==> src/rtl/mandelbrot_vram_writer.sv <==
// Mandelbrot result-stream consumer: optionally clears vram at frame start,
// then maps iteration counts to palette indices and writes them to vram.
// Optional feature macro: MANDELBROT_VRAM_WRITER_COLOR_CYCLE_EN adds color_ofs,
// a palette rotation applied to out-of-set pixels.
module mandelbrot_vram_writer #(
  parameter int IW           = 8,
  parameter int MAXITERS     = 256,
  parameter int AW           = 19,
  parameter int DW           = 8,
  parameter int NPIXELS      = 307200,
  parameter int CLR_ON_START = 1,
  parameter int CLR_COLOR    = 0,
  parameter int IN_COLOR     = 0
) (
  input  logic          clk,
  input  logic          clk_en,
  input  logic          rst,
  input  logic          en,
  output logic          busy,
  output logic          done,
  output logic          adr_err,
  input  logic          in_vld,
  output logic          in_rdy,
  input  logic [IW-1:0] in_dat,
  input  logic [AW-1:0] in_adr,
`ifdef MANDELBROT_VRAM_WRITER_COLOR_CYCLE_EN
  input  logic [DW-1:0] color_ofs,
`endif
  output logic          vram_we,
  output logic [AW-1:0] vram_adr,
  output logic [DW-1:0] vram_dat
);

  // Counter must be able to hold NPIXELS itself after the frame completes.
  localparam int CW = $clog2(NPIXELS + 1);
  localparam logic [CW-1:0] LAST_PIX = CW'(NPIXELS - 1);
  localparam logic [IW-1:0] INSET_N  = IW'(MAXITERS - 1);

  typedef enum logic [1:0] {IDLE, CLEAR, RUN, DONE} state_t;

  state_t        state_q, state_d;
  logic [CW-1:0] cnt_q, cnt_d;
  logic          adr_err_q, adr_err_d;
  logic          vram_we_q, vram_we_d;
  logic [AW-1:0] vram_adr_q, vram_adr_d;
  logic [DW-1:0] vram_dat_q, vram_dat_d;
  logic [DW-1:0] map_dat;
  logic          xfer;
  logic          adr_ok;

  assign xfer   = in_vld && (state_q == RUN) && clk_en;
  assign adr_ok = (32'(in_adr) < NPIXELS);

  // Iteration count to palette index; in-set pixels get a fixed color.
  always_comb begin
`ifdef MANDELBROT_VRAM_WRITER_COLOR_CYCLE_EN
    map_dat = DW'(in_dat) + color_ofs;
`else
    map_dat = DW'(in_dat);
`endif
    if (in_dat == INSET_N) begin
      map_dat = DW'(IN_COLOR);
    end
  end

  // State register.
  always_ff @(posedge clk or posedge rst) begin
    if (rst) begin
      state_q <= IDLE;
    end else if (clk_en) begin
      state_q <= state_d;
    end
  end

  // Next-state logic; the counter index doubles as the clear address.
  always_comb begin
    state_d = state_q;
    case (state_q)
      IDLE: begin
        if (en) begin
          state_d = (CLR_ON_START != 0) ? CLEAR : RUN;
        end
      end
      CLEAR: begin
        if (cnt_q == LAST_PIX) begin
          state_d = RUN;
        end
      end
      RUN: begin
        if (xfer && (cnt_q == LAST_PIX)) begin
          state_d = DONE;
        end
      end
      DONE:    state_d = IDLE;
      default: state_d = IDLE;
    endcase
  end

  // Status outputs decoded purely from state so in_rdy never depends on in_vld.
  always_comb begin
    in_rdy = (state_q == RUN);
    busy   = (state_q == CLEAR) || (state_q == RUN);
    done   = (state_q == DONE);
  end

  // Datapath next values: clear sweep, registered result writes, pixel count.
  always_comb begin
    cnt_d      = cnt_q;
    adr_err_d  = adr_err_q;
    vram_we_d  = 1'b0;
    vram_adr_d = vram_adr_q;
    vram_dat_d = vram_dat_q;
    case (state_q)
      IDLE: begin
        if (en) begin
          cnt_d     = '0;
          adr_err_d = 1'b0;
          if (CLR_ON_START != 0) begin
            // Preload the first clear write so it lines up with the CLEAR state.
            vram_we_d  = 1'b1;
            vram_adr_d = '0;
            vram_dat_d = DW'(CLR_COLOR);
          end
        end
      end
      CLEAR: begin
        if (cnt_q == LAST_PIX) begin
          cnt_d = '0;
        end else begin
          cnt_d      = cnt_q + 1'b1;
          vram_we_d  = 1'b1;
          vram_adr_d = AW'(cnt_q + 1'b1);
          vram_dat_d = DW'(CLR_COLOR);
        end
      end
      RUN: begin
        if (xfer) begin
          cnt_d = cnt_q + 1'b1;
          if (adr_ok) begin
            vram_we_d  = 1'b1;
            vram_adr_d = in_adr;
            vram_dat_d = map_dat;
          end else begin
            adr_err_d = 1'b1;
          end
        end
      end
      default: begin
      end
    endcase
  end

  // Datapath registers, all qualified by clk_en so a held write is not repeated.
  always_ff @(posedge clk or posedge rst) begin
    if (rst) begin
      cnt_q      <= '0;
      adr_err_q  <= 1'b0;
      vram_we_q  <= 1'b0;
      vram_adr_q <= '0;
      vram_dat_q <= '0;
    end else if (clk_en) begin
      cnt_q      <= cnt_d;
      adr_err_q  <= adr_err_d;
      vram_we_q  <= vram_we_d;
      vram_adr_q <= vram_adr_d;
      vram_dat_q <= vram_dat_d;
    end
  end

  assign adr_err  = adr_err_q;
  assign vram_we  = vram_we_q;
  assign vram_adr = vram_adr_q;
  assign vram_dat = vram_dat_q;

endmodule
==> config.mk <==
export PLATFORM = sky130hd
export DESIGN_NAME = mandelbrot_vram_writer
export DESIGN_NICKNAME = d
export VERILOG_FILES = /design/src/rtl/mandelbrot_vram_writer.sv
export SDC_FILE = /design/constraint.sdc
export NUM_CORES = 1
export LEC_CHECK = 0
export ABC_AREA = 1
export CAP_MARGIN = 10
export CORE_ASPECT_RATIO = 0.5
export CORE_MARGIN = 3
export CORE_UTILIZATION = 35
export CTS_CLUSTER_DIAMETER = 50
export CTS_CLUSTER_SIZE = 16
export DETAILED_ROUTE_END_ITERATION = 12
export DONT_BUFFER_PORTS = 1
export PLACE_DENSITY_LB_ADDON = 0.25
export SLEW_MARGIN = 30
export SYNTH_ARGS = -nofsm -noshare
export SYNTH_HDL_FRONTEND = slang
export SYNTH_SLANG_ARGS = --single-unit
==> constraint.sdc <==
create_clock -name clk -period 2.2 [get_ports clk]
set_clock_uncertainty 0.1 [all_clocks]
set_input_delay 0.22 -clock clk [delete_from_list [all_inputs] [get_ports clk]]
set_output_delay 0.22 -clock clk [all_outputs]
set_load 0.005 [all_outputs]
==> flow_summary.json, run 1 <==
{
  "startpoint_type": "flop",
  "seq_area_frac_synth_pct": 42.30,
  "htree_levels": 2,
  "hold_slack_ps": 11.82,
  "gp_congestion": 0.8610,
  "worstPathMaxFanout": 11,
  "setup_viol": 0,
  "rsz0062_at_grt": "no",
  "slew_headroom_pct": 69.21,
  "required_ps": 2280,
  "n_fill_cell": 874,
  "combPwrFrac_pct": 34.6,
  "instances_no_fill": 528,
  "synthAdderAreaFrac_pct": 2.115,
  "numCtsBuffers": 5,
  "p_int_mw": 2.113,
  "path_clk_slew_ps": 70,
  "nNetsFinal": 452,
  "dpl_cell_area_mm2": 0.003064,
  "wl_per_cell_um": 13.96,
  "slew_violations": 0,
  "crit_path_end_kind": "flop",
  "rows": 23,
  "drt_iter0_drc": 207,
  "syn_to_final_growth_pct": 13.96,
  "stdcell_area_mm2": 0.003371,
  "holdCritPathClass": "primary input to flop",
  "synthesis.nets": 439,
  "synth_simple_gate_area_share_pct": 35.07,
  "switching_share_pct": 38.56,
  "cts_buffer_depth": 2,
  "clock_latency_ps": 300,
  "synth-main-ff-cell": "dfrtp_1",
  "n_antenna_cell": 0,
  "run_status": "completed",
  "synthesis.area_mm2": 0.002958,
  "routed_via_density": 4.761,
  "dp_cells": 509,
  "synth_cell_types": 27,
  "seqPwrFrac_pct": 38.5,
  "antenna_found_initial": 0,
  "die_area_mm2": 0.009657,
  "ios": 64,
  "fin_crit_sh_pct": 90.12,
  "core_area_mm2": 0.008115,
  "grt_pass1_wl_um": 12040,
  "grt_usage_pct": 15.77,
  "r2r_slack_ps": 220,
  "synth_top_area_share_pct": 42.30,
  "grt_overflow_total": 0,
  "via_count": 2514,
  "first_global_vias": 2265,
  "yosys_warnings": 0,
  "drive_above_1_share_pct": 12.26,
  "dr.pass1.iters": 5,
  "synth-seq-cells": 50,
  "synth_xor_xnor_area_share_pct": 1.777,
  "power_density_mw_per_mm2": 1020,
  "p_sw_mw": 1.326,
  "grt_start_max_net_pins": 32,
  "max_stage_delay_ps": 430,
  "routed_wl_um": 7372,
  "fp.dieH_um": 71.01,
  "pwr-share-clk_pct": 26.9,
  "vdd_drop_max_mv": 0.3932,
  "port-buffer-count": 0,
  "start_util_pct": 36.45,
  "drc_errors": 0,
  "ys_async_sr_fraction_pct": 100.0,
  "synth_top_family_by_area": "simple AND/OR/NAND/NOR gates",
  "min_period_ps": 1983,
  "worst_ep_arrival_time_ps": 2070,
  "netlist_instances": 402,
  "antenna_left": 0,
  "die_width_um": 136.0,
  "synth_edf_count": 0,
  "root_buffer": "clkbuf_16",
  "tightest_slew_ps": 461.8,
  "synth_compound_gate_area_share_pct": 10.28,
  "crit_slowest_cell": "dfrtp_1",
  "synth_mux_area_share_pct": 0,
  "cts_tree": "done",
  "tns_ps": 0,
  "cap_violations": 0,
  "crit_type": "flop to flop",
  "cp_cell_sequence": "ha_1 > nand2_2 > nor2_2 > nand2_2 > nor2_4 > nand3_2 > nand3_4 > nor2_4 > buf_4 > nand2_1 > nand2_1",
  "clock-sinks": 50,
  "p_leak_nw": 1.554,
  "dp_hpwl_um": 5532,
  "max_freq_ghz": 0.5044,
  "synthTopCellsByArea": "dfrtp_1 (42%), nand2_1 (21%), o21ai_0 (5.6%), inv_1 (4.4%), nand3_1 (4.2%)",
  "yosysTopAreaCell": "dfrtp_1",
  "syn_avg_cell_area_um2": 7.358,
  "hold_viol_final": 0
}
cells by family (layout without fill, tap and decap cells):
kind of cell    after synthesis  in the layout
simple gates                242            242
compound gates               51             51
flops                        50             50
buf+inv                      48             62
xor+xnor                      6              6
fa+ha+maj                     5              5
power by group through the flow:
stage / sequential, mW / combinational [mW] / clock, mW
finish: 1.33 / 1.19 / 0.925
global route: 1.36 / 1.34 / 0.997
CTS: 1.33 / 1.14 / 0.956
detailed placement: 1.35 / 1.12 / 0
global placement: 1.35 / 1.11 / 0
floorplan: 1.29 / 0.916 / 0
metal layers:
layer,track usage (%),vias to the layer above,share of wire (%)
li1,-,1303,-
met1,23.82,1159,51
met2,21.64,48,42
met3,4.759,4,6.4
met4,4.358,0,0.88
met5,0,-,0
flip-flops by register name (all words and copies together), names as in the netlist:
signal	count
vram_adr	19
cnt_q	19
vram_we	1
adr_err	1
state_q	2
vram_dat	8
critical path: cells and delay by family, from the launching register on:
kind                       cells  cell delay (ps)
DFF                            1              430
and+or+nand+nor                9              890
adders and majority gates      1              290
buffers and inverters          1              160
Yosys cell counts, types with 3 or more instances:
cell / n
nand2_1: 163
dfrtp_1: 50
inv_1: 35
o21ai_0: 33
nor2_1: 26
nand3_1: 25
nand2_2: 14
o21ai_2: 10
xor2_1: 6
clkbuf_1: 5
ha_1: 5
nand4_1: 5
buf_12: 3
worst paths after layout:
kind / cells past startpoint / end / startpoint
setup / recovery: 11 / vram_adr[13] / cnt_q[0]
hold / removal: 2 / vram_dat[5] / in_dat[5]
setup reg to reg: 11 / vram_adr[13] / cnt_q[0]
hold reg to reg: 2 / vram_adr[4] / vram_adr[4]
max in group asynchronous: 3 / state_q[0] / rst
min in group asynchronous: 2 / vram_adr[11] / rst
per-stage QoR:
step	setup slack, ps	utilization [%]	total power, mW
global placement	190.9	37.76	2.460
global route	40.73	41.54	3.694
finish	217.4	41.54	3.439
CTS	114.0	41.06	3.425
floorplan	416.9	-	2.209
detailed placement	122.2	37.76	2.469
cell usage in the layout, fill, tap and decap left out, types with 2 or more instances in the layout:
cell type,count
nand3_1,25
o21bai_1,2
nand2_1,163
inv_1,34
dfrtp_1,50
nor3_1,2
nor2_4,2
nand4_1,5
o21ai_1,2
nor2_2,3
clkbuf_16,5
nand2_2,14
ha_1,5
nor2_1,25
o21ai_2,10
xor2_1,6
dlygate4sd3_1,9
o21ai_0,33
a31oi_1,2
buf_12,3
buf_4,7
area by class of cell:
class / instances / area (um^2) / share of cell area, %
clock inverter: 2 / 38.79 / 1.151
multi-input combinational: 304 / 1468 / 43.54
sequential: 50 / 1251 / 37.12
inverter: 35 / 131.4 / 3.898
tap: 112 / 140.1 / 4.157
clock buffer: 6 / 138.9 / 4.120
timing repair buffer: 19 / 202.7 / 6.013
timing repair:
item | in CTS | in global routing
hold buffers | 9 | 0
endpoints found under the setup margin | 0 | 21
resized for setup | 0 | 2
setup buffers | 0 | 2
endpoints found under the hold margin | 27 | 0
Power figures use the tool's default switching activity.
==> inputs of run 2 (changes only) <==
--- a/config.mk
+++ b/config.mk
@@ -10,6 +10,7 @@
 export CORE_ASPECT_RATIO = 0.5
 export CORE_MARGIN = 3
 export CORE_UTILIZATION = 35
+export CTS_BUF_LIST = sky130_fd_sc_hd__clkbuf_4
 export CTS_CLUSTER_DIAMETER = 50
 export CTS_CLUSTER_SIZE = 16
 export DETAILED_ROUTE_END_ITERATION = 12
==> run 2 against run 1 <==
Critical path depth unchanged. First-iteration DRC count is 8.7% lower. Maximum frequency hardly changed. Via count increased by 3.6%. Register-to-register slack hardly changed. Combinational power hardly changed. Global-route usage grew 0.49 points. Setup slack better by 1.8 ps. Core utilization is 1.2 points higher. Clock-buffer cell count decreased by 1. Clock power fell by 39%. Critical endpoint is now vram_adr[16].
==> flow_summary.json, run 2 (synthesis results as in run 1) <==
{
  "min_period_ps": 1981,
  "nNetsFinal": 471,
  "dp_cells": 509,
  "n_fill_cell": 876,
  "syn_to_final_growth_pct": 17.26,
  "cts_tree": "done",
  "grt_start_max_net_pins": 32,
  "grt_pass1_wl_um": 12370,
  "p_int_mw": 1.793,
  "gp_congestion": 0.8610,
  "ios": 64,
  "p_leak_nw": 1.588,
  "final_cell_mix": "nand2_1 (163), dfrtp_1 (50), inv_1 (34)",
  "clock-sinks": 50,
  "setup_viol": 0,
  "worst_ep_arrival_time_ps": 2190,
  "routed_via_density": 4.752,
  "grt_usage_pct": 16.26,
  "startpoint_type": "flop",
  "holdCritPathClass": "primary input to flop",
  "worstPathMaxFanout": 16,
  "via_count": 2604,
  "crit_path_end_kind": "flop",
  "p_sw_mw": 1.312,
  "path_clk_slew_ps": 160,
  "start_util_pct": 36.45,
  "run_status": "completed",
  "routed_wl_um": 7570,
  "port-buffer-count": 0,
  "pwr-share-clk_pct": 18.3,
  "die_width_um": 136.0,
  "cp_cell_sequence": "ha_1 > nand2_2 > nor2_2 > nand2_2 > nor2_4 > nand3_2 > nand3_4 > nor2_4 > buf_12 > nand2_1 > nand2_1",
  "cts_buffer_depth": 2,
  "hold_path_depth": 4,
  "dr.pass1.iters": 4,
  "hold_viol_final": 0,
  "dp_hpwl_um": 5532,
  "mostFrequentLayoutCell": "nand2_1",
  "root_buffer": "clkbuf_4",
  "vdd_drop_max_mv": 0.3907,
  "rows": 23,
  "die_area_mm2": 0.009657,
  "slew_violations": 0,
  "crit_type": "flop to flop",
  "htree_levels": 2,
  "hold_slack_ps": 22.60,
  "tns_ps": 0,
  "grt_overflow_total": 0,
  "drc_errors": 0,
  "crit_family": "simple AND/OR/NAND/NOR gates",
  "power_density_mw_per_mm2": 895.3,
  "ff2ff_path_depth": 11,
  "max_freq_ghz": 0.5049,
  "seqPwrFrac_pct": 42.6,
  "fp.dieH_um": 71.01,
  "rsz0062_at_grt": "no",
  "combPwrFrac_pct": 39.2,
  "pre_cts_ws_ps": 122.2,
  "crit_slowest_cell": "dfrtp_1",
  "fin_crit_sh_pct": 90.03,
  "required_ps": 2410,
  "setup_ws_ps": 219.2,
  "first_global_vias": 2351,
  "slew_headroom_pct": 69.34,
  "core_area_mm2": 0.008115,
  "max_stage_delay_ps": 460,
  "antenna_left": 0,
  "crit_buf_inv": 1,
  "instances_no_fill": 548,
  "antenna_found_initial": 1,
  "drt_iter0_drc": 189,
  "drive_above_1_share_pct": 11.26,
  "tightest_slew_ps": 459.2,
  "clock_latency_ps": 400,
  "switching_share_pct": 42.27,
  "p_total_mw": 3.105,
  "wl_per_cell_um": 13.81,
  "worst-path-stages": 11,
  "numCtsBuffers": 5,
  "cap_violations": 0
}
-- run 2: stage by stage --
stage,util (%),cell area (um^2)
2_1_floorplan,-,2958
3_3_place_gp,37.76,3064
3_5_place_dp,37.76,3064
4_1_cts,42.32,3435
5_1_grt,42.74,3468
6_report,42.74,3468
-- run 2: cell type report --
type | instances | area [um^2] | share of cell area (%)
multi-input combinational | 304 | 1468 | 42.32
timing repair buffer | 38 | 395.4 | 11.40
inverter | 35 | 131.4 | 3.788
antenna | 1 | 2.502 | 0.07215
clock buffer | 5 | 37.54 | 1.082
sequential | 50 | 1251 | 36.07
tap | 112 | 140.1 | 4.040
clock inverter | 3 | 42.54 | 1.227
-- run 2: path summary, 6_finish.rpt --
kind	startpoint	endpoint	slack, ps
setup / recovery	cnt_q[0]	vram_adr[16]	220
hold / removal	in_adr[12]	vram_adr[12]	20
setup reg to reg	cnt_q[0]	vram_adr[16]	220
hold reg to reg	vram_adr[4]	vram_adr[4]	430
max in group asynchronous	rst	state_q[0]	1310
min in group asynchronous	rst	vram_adr[8]	160
-- run 2: worst register-to-register path: stages, from the launching register on --
cell	delay (ps)
dfrtp_1	460
ha_1	290
nand2_2	80
nor2_2	90
nand2_2	110
nor2_4	140
nand3_2	100
nand3_4	200
nor2_4	70
buf_12	150
nand2_1	60
nand2_1	50
-- run 2: power groups by stage --
stage / Clock [mW] / Combinational, mW / Sequential, mW
after floorplan: 0 / 0.916 / 1.29
after detailed placement: 0 / 1.12 / 1.35
after global routing: 0.633 / 1.36 / 1.35
after global placement: 0 / 1.11 / 1.35
after CTS: 0.590 / 1.17 / 1.33
final: 0.567 / 1.22 / 1.32
-- run 2: routing by layer --
metal	wire [um]	track usage [%]
met1	3959	24.09
met2	3163	22.68
met3	405	4.759
met4	42	5.140
met5	0	0
-- run 2: what timing repair did --
item,CTS,global route
resized for setup,0,2
hold endpoints to repair,79,0
setup endpoints to repair,0,21
setup buffers,0,1
hold buffers,29,0
